$ cat config.mk
export PLATFORM = sky130hd
export DESIGN_NAME = gray_codec_pipe
export DESIGN_NICKNAME = d
export VERILOG_FILES = /design/src/rtl/gray_codec_pkg.sv /design/src/rtl/gray_codec_lane.sv /design/src/rtl/gray_codec_pipe.sv
export SDC_FILE = /design/constraint.sdc
export NUM_CORES = 1
export LEC_CHECK = 0
export CAP_MARGIN = 10
export CORE_MARGIN = 2
export CORE_UTILIZATION = 35
export DETAILED_ROUTE_END_ITERATION = 16
export GPL_TIMING_DRIVEN = 0
export HOLD_SLACK_MARGIN = 0.15
export PLACE_DENSITY = 0.65
export SLEW_MARGIN = 15
export SYNTH_ARGS = -nofsm -noshare
export SYNTH_HDL_FRONTEND = slang
export SYNTH_SLANG_ARGS = --single-unit
$ cat constraint.sdc
create_clock -name clk -period 1.1 [get_ports clk]
set_input_delay 0.22 -clock clk [delete_from_list [all_inputs] [get_ports clk]]
set_output_delay 0.22 -clock clk [all_outputs]
set_load 0.03 [all_outputs]
$ cat src/rtl/gray_codec_pkg.sv
// gray_codec_pkg -- shared constants and helpers for the gray code pipeline.
// Holds the MODE selector strings, the binary<->gray conversion functions and
// the onehot-or-zero test used by the optional step checker
// (enabled by defining GRAY_CODEC_CHECK_EN).
package gray_codec_pkg;

  // MODE selector strings; three characters each, so 24 bits wide.
  localparam logic [23:0] MODE_B2G = "B2G";
  localparam logic [23:0] MODE_G2B = "G2B";

  // Widest channel word the helpers below handle.
  localparam int MAX_WIDTH = 32;

  // Binary to gray: every bit is XORed with its upper neighbour and the MSB
  // passes through. Narrow words are zero-extended, so the result holds for
  // any width up to MAX_WIDTH.
  function automatic logic [MAX_WIDTH-1:0] bin_to_gray(
    input logic [MAX_WIDTH-1:0] b
  );
    return b ^ (b >> 1);
  endfunction

  // Gray to binary: a prefix XOR that runs from the MSB down. The zero
  // extension above a narrow word leaves the result unchanged.
  function automatic logic [MAX_WIDTH-1:0] gray_to_bin(
    input logic [MAX_WIDTH-1:0] g
  );
    logic [MAX_WIDTH-1:0] b;
    b[MAX_WIDTH-1] = g[MAX_WIDTH-1];
    for (int j = MAX_WIDTH - 2; j >= 0; j--) begin
      b[j] = b[j+1] ^ g[j];
    end
    return b;
  endfunction

  // True when at most one bit is set, i.e. Hamming distance <= 1 for an XOR.
  function automatic logic onehot_or_zero(input logic [MAX_WIDTH-1:0] x);
    return (x & (x - MAX_WIDTH'(1))) == '0;
  endfunction

endpackage : gray_codec_pkg

$ cat src/rtl/gray_codec_lane.sv
// gray_codec_lane -- one channel of the gray code pipeline.
// The conversion is combinational and sits between the S1 and S2 registers
// of the top level. With GRAY_CODEC_CHECK_EN defined, the lane also tracks
// the last accepted gray word and raises a sticky error when two consecutive
// words differ in more than one bit.
module gray_codec_lane
  import gray_codec_pkg::*;
#(
  parameter int DATA_WIDTH = 8,
  parameter     MODE       = "B2G"
) (
`ifdef GRAY_CODEC_CHECK_EN
  input  logic                  clk,
  input  logic                  reset_n,
  input  logic                  accept,
  input  logic [DATA_WIDTH-1:0] in_word,
  output logic                  err,
`endif
  input  logic [DATA_WIDTH-1:0] s1_word,
  output logic [DATA_WIDTH-1:0] conv_word
);

  localparam bit IS_G2B = (MODE == MODE_G2B);

  // Convert the S1 word in the configured direction.
  // NOTE: combinational blocks use blocking '=' and assign every output on
  // every path, so no latch is inferred; clocked blocks use '<=' only.
  always_comb begin
    if (IS_G2B) begin
      conv_word = DATA_WIDTH'(gray_to_bin(MAX_WIDTH'(s1_word)));
    end else begin
      conv_word = DATA_WIDTH'(bin_to_gray(MAX_WIDTH'(s1_word)));
    end
  end

`ifdef GRAY_CODEC_CHECK_EN
  logic [DATA_WIDTH-1:0] gray_word;
  logic [DATA_WIDTH-1:0] prev_word;
  logic                  have_prev;

  // Pick the gray-coded side of the accepted word. In G2B mode that is the
  // input; in B2G mode it is the output the word will produce.
  always_comb begin
    if (IS_G2B) begin
      gray_word = in_word;
    end else begin
      gray_word = DATA_WIDTH'(bin_to_gray(MAX_WIDTH'(in_word)));
    end
  end

  // Record each accepted gray word and latch an error on a multi-bit step.
  // The first word after reset only seeds the history.
  always_ff @(posedge clk) begin
    if (!reset_n) begin
      have_prev <= 1'b0;
      prev_word <= '0;
      err       <= 1'b0;
    end else if (accept) begin
      have_prev <= 1'b1;
      prev_word <= gray_word;
      if (have_prev && !onehot_or_zero(MAX_WIDTH'(prev_word ^ gray_word))) begin
        err <= 1'b1;
      end
    end
  end
`endif

endmodule : gray_codec_lane

$ cat src/rtl/gray_codec_pipe.sv
// gray_codec_pipe -- two-stage valid/ready pipeline that converts CHANNELS
// packed words (LSB-first) between binary and gray code.
// S1 registers the accepted input. S2 registers the converted result and
// drives the output. Backpressure lets a bubble in either stage be filled,
// so the pipeline holds two words when the consumer stalls.
// Optional feature: define GRAY_CODEC_CHECK_EN to add the ov_err port and
// the per-channel gray step checker.
module gray_codec_pipe
  import gray_codec_pkg::*;
#(
  parameter int          DATA_WIDTH  = 8,
  parameter int          CHANNELS    = 1,
  parameter              MODE        = "B2G",
  parameter logic [31:0] RESET_VALUE = 32'd0
) (
  input  logic                           clk,
  input  logic                           reset_n,
  input  logic                           i_valid,
  output logic                           o_ready,
  input  logic [CHANNELS*DATA_WIDTH-1:0] iv_data,
  output logic                           o_valid,
  input  logic                           i_ready,
  output logic [CHANNELS*DATA_WIDTH-1:0] ov_data
`ifdef GRAY_CODEC_CHECK_EN
  ,
  output logic [CHANNELS-1:0]            ov_err
`endif
);

  localparam int                    BUS_W      = CHANNELS * DATA_WIDTH;
  localparam logic [DATA_WIDTH-1:0] RESET_WORD = RESET_VALUE[DATA_WIDTH-1:0];

  // Reject illegal configurations at elaboration.
  if (MODE != MODE_B2G && MODE != MODE_G2B) begin : g_bad_mode
    $error("gray_codec_pipe: MODE must be \"B2G\" or \"G2B\"");
  end
  if (DATA_WIDTH < 2 || DATA_WIDTH > MAX_WIDTH) begin : g_bad_width
    $error("gray_codec_pipe: DATA_WIDTH must be in 2..32");
  end
  if (CHANNELS < 1 || CHANNELS > 8) begin : g_bad_channels
    $error("gray_codec_pipe: CHANNELS must be in 1..8");
  end

  logic             s1_valid;
  logic [BUS_W-1:0] s1_data;
  logic [BUS_W-1:0] conv_data;
  logic             s2_ready;
  logic             accept;
  logic             advance;

  // S2 can take a word when it is empty or is draining this cycle. S1 can
  // take a word when it is empty or is moving into S2.
  assign s2_ready = !o_valid || i_ready;
  assign o_ready  = !s1_valid || !o_valid || i_ready;
  assign accept   = i_valid && o_ready;
  assign advance  = s1_valid && s2_ready;

  // Advance the valid flags of both stages; reset empties the pipeline.
  // NOTE: reset is synchronous and active-low, so it is tested only inside
  // the clocked block and is never in the sensitivity list.
  always_ff @(posedge clk) begin
    if (!reset_n) begin
      s1_valid <= 1'b0;
      o_valid  <= 1'b0;
    end else begin
      if (o_ready) begin
        s1_valid <= i_valid;
      end
      if (s2_ready) begin
        o_valid <= s1_valid;
      end
    end
  end

  // Capture the input word into S1 on every accepted handshake.
  // NOTE: S1 data is qualified by s1_valid, so it has no reset; only
  // registers whose value is observable after reset are reset.
  always_ff @(posedge clk) begin
    if (accept) begin
      s1_data <= iv_data;
    end
  end

  // Load the converted word into S2 and hold it while the consumer stalls.
  always_ff @(posedge clk) begin
    if (!reset_n) begin
      ov_data <= {CHANNELS{RESET_WORD}};
    end else if (advance) begin
      ov_data <= conv_data;
    end
  end

  // One independent conversion lane per channel.
  for (genvar c = 0; c < CHANNELS; c++) begin : g_lane
    gray_codec_lane #(
      .DATA_WIDTH(DATA_WIDTH),
      .MODE      (MODE)
    ) u_lane (
`ifdef GRAY_CODEC_CHECK_EN
      .clk      (clk),
      .reset_n  (reset_n),
      .accept   (accept),
      .in_word  (iv_data[c*DATA_WIDTH +: DATA_WIDTH]),
      .err      (ov_err[c]),
`endif
      .s1_word  (s1_data[c*DATA_WIDTH +: DATA_WIDTH]),
      .conv_word(conv_data[c*DATA_WIDTH +: DATA_WIDTH])
    );
  end

endmodule : gray_codec_pipe

==> impl_metrics.csv <==
group,metric,value,unit
run_status,status,"finished, violations left",
run_status,violations,"setup timing",
cells_and_area,drive_gt1_share,29.1,%
clock_network,clk_latency,0.29,ns
pwr,leakagePower,0.454,nW
placement,dp_hpwl,844,um
synthesis,synthTopCellsByCount,"10 x dfxtp_1, 8 x edfxtp_1, 7 x nand3_1, 7 x o211a_1, 7 x xnor2_1",
synthesis,synth_top_area_share,33.7,%
global_route,track_usage,10.9,%
detailed_routing,drtAntennaViolNets,0,
detailed_routing,dr_wl_met2,572,um
timing,rsz0062_at_grt,"true",
placement,dp_cells,102,
synthesis,synth_edf_count,8,
synthesis,syn_area_per_cell,13.2,um^2
timing,layout_setup_ws,-0.133,ns
detailed_routing,drtIter0Drc,4,
synthesis,synth-compound-area-share,11.6,%
die,row_count,16,
die,die_area,0.00241,mm^2
critical_path,worstSetupPathType,"flop to output pin",
die,fp.dieW,49.1,um
cells_and_area,antenna_cells,0,
synthesis,ys_warn_count,0,
detailed_routing,drt-pass1-iter-count,4,
synthesis,synth_cell_types,15,
detailed_routing,routed_wl,1170,um
clock_network,tritoncts,"done",
detailed_routing,avgViaCountPerCell,4.53,
synthesis,syn-num-nets,66,
clock_network,cts_root_buf,"clkbuf_4",
detailed_routing,m1WireLength,514,um
global_route,antenna_found_initial,0,
global_route,grt_pass1_wl,1980,um
synthesis,post_synth_fa_ha_maj_area_fraction,0,%
synthesis,synthCells,54,
synthesis,synth_top_cell_by_area,"edfxtp_1",
cells_and_area,fin_nets,92,
detailed_routing,routedWlPerCell,11.0,um
synthesis,synth_top_cells_by_area,"edfxtp_1 34%, dfxtp_1 28%, o211a_1 9.8%",
timing,setup_viol,1,
clock_network,clock_path_buffers,2,
detailed_routing,drc,0,
timing,min_period_over_period,112,%
clock_network,cts_hold_buf,0,
global_route,first_global_vias,485,
detailed_routing,top_layer_used,"met4",
clock_network,clk_pin_slew,0.10,ns
critical_path,cpLargestDelayFamily,"flip-flops",
pwr,ir_drop,0.000914,V
clock_network,htreeDepth,1,
synthesis,synth_seq_cells,18,
synthesis,async_flop_share,0,%
die,initial_core_util,36.7,%
synthesis,synth_xor_area_share,8.61,%
pwr,power,1.31,mW
timing,holdWs,0.466,ns
cells_and_area,area_growth,36.4,%
placement,gp_congestion,0.630,
synthesis,yosysMostFrequentCell,"dfxtp_1",
critical_path,cp-end-kind,"output pin",
timing,skew,0.00390,ns
critical_path,max_stage_delay,0.37,ns
hold_path,hold_path.class,"flop to flop",
synthesis,synth.area.mux_share,1.41,%
critical_path,crit_buf_inv,1,
clock_network,cts.sinks,18,
die,ios,22,
synthesis,yosys_most_used_dff,"dfxtp_1",
critical_path,path_max_fanout,3,
synthesis,synth_area,712,um^2
critical_path,worstPathRequired,0.88,ns
critical_path,cp-start-kind,"flop",
timing,slew_viol_final,0,
placement,portBuffers,21,
detailed_routing,dr_wl_met3,67,um
clock_network,cts_buffers,3,
synthesis,synth-simple-area-share,12.3,%
critical_path,crit_arrival,1.01,ns
timing,tightest_slew,0.370,ns
timing,final_hold_viol_count,0,
timing,relSlewSlack,75.3,%
timing,fmax,811,MHz
global_route,grt_max_degree,11,
cells_and_area,final_cells,106,
critical_path,crit_slowest_cell,"dfxtp_4",
critical_path,path_cells,"nor2b_4 -> nand2_4 -> buf_6",
detailed_routing,route.vias.total,480,
global_route,grt-ovfl-total,0,
timing,finalCriticalPeriod,1.23,ns
synthesis,yosysSeqAreaShare,61.9,%
die,coreArea,0.00194,mm^2
synthesis,synth_top_family_by_area,"simple AND/OR/NAND/NOR gates",
die,die_h,49.1,um
pwr,power_per_cell_area,1350,mW/mm^2
run,cap_violations,0,
placement,pre_cts_ws,-0.649,ns
-- stage by stage --
stage | setup TNS, ns | util (%) | cell area, um^2
2_1_floorplan | -0.295 | - | 734
3_3_place_gp | -7.59 | 50.4 | 978
3_5_place_dp | -7.75 | 50.4 | 978
4_1_cts | -0.155 | 49.7 | 965
5_1_grt | -0.187 | 50.0 | 971
6_report | -0.133 | 50.0 | 971
-- worst min-delay path: stages (launching register included) --
cell	delay, ns
dfxtp_1	0.32
nand2_1	0.05
mux2i_1	0.06
-- area by class of cell --
type                    instances  area (um^2)
plain buffers                   2         25.0
clock buffers                   4         26.3
fillers                       191          971
multi-input cells              32          259
flip-flops and latches         18          444
well taps                      27         33.8
repair buffers                 23          183
-- power breakdown --
part           switching [mW]  internal [mW]  leakage, nW
Sequential             0.0255          0.742        0.161
Combinational           0.107          0.110        0.277
Clock                   0.189          0.141       0.0150
Total                   0.321          0.992        0.454
-- layer usage --
metal  GRT usage, %  vias up
met5              0        -
met4           8.57        0
met3           2.76        2
met2           17.3       12
met1           12.2      225
li1               -      241
-- final timing paths --
| check | start | end | cells after the start | slack, ns |
|---|---|---|---|---|
| worst max-delay path | o_valid | o_ready | 3 | -0.13 |
| worst min-delay path | ov_data[7] | ov_data[7] | 2 | 0.47 |
| worst max register to register | s1_valid | s1_data[5] | 3 | 0.05 |
| worst min register to register | ov_data[7] | ov_data[7] | 2 | 0.47 |
-- placed cells by master (no fill, tap or decap) --
master and instances:
clkdlybuf4s50_1 10, dfxtp_1 9, buf_2 8, edfxtp_1 8
xnor2_1 7, nand3_1 7, o211a_1 7, clkbuf_4 3
buf_4 3, and2_4 2, buf_6 2, nand2_1 2
clkbuf_8 1, nor2b_4 1, nand2_4 1, nand2b_4 1
o21a_1 1, a21oi_1 1, nor2b_1 1, mux2i_1 1
clkbuf_1 1, dlygate4sd2_1 1, dfxtp_4 1
-- registers in the layout, summed over array words and instances, names as in the netlist --
signal,flops
ov_data,8
s1_data,8
o_valid,1
s1_valid,1
-- cells by family (layout without fill, tap and decap cells) --
group	Yosys count	after routing
AOI/OAI and AO/OA	9	9
xor gates and xnor gates	7	7
buffers and inverters	4	29
DFF	18	18
muxes	1	1
and+or+nand+nor	15	15
-- timing repair --
action / CTS / global route
hold endpoints to repair: 0 / 0
endpoints found under the setup margin: 26 / 4
gates resized for setup: 55 / 2
buffers inserted: 1 / 1
(Power assumes the default switching activity.)
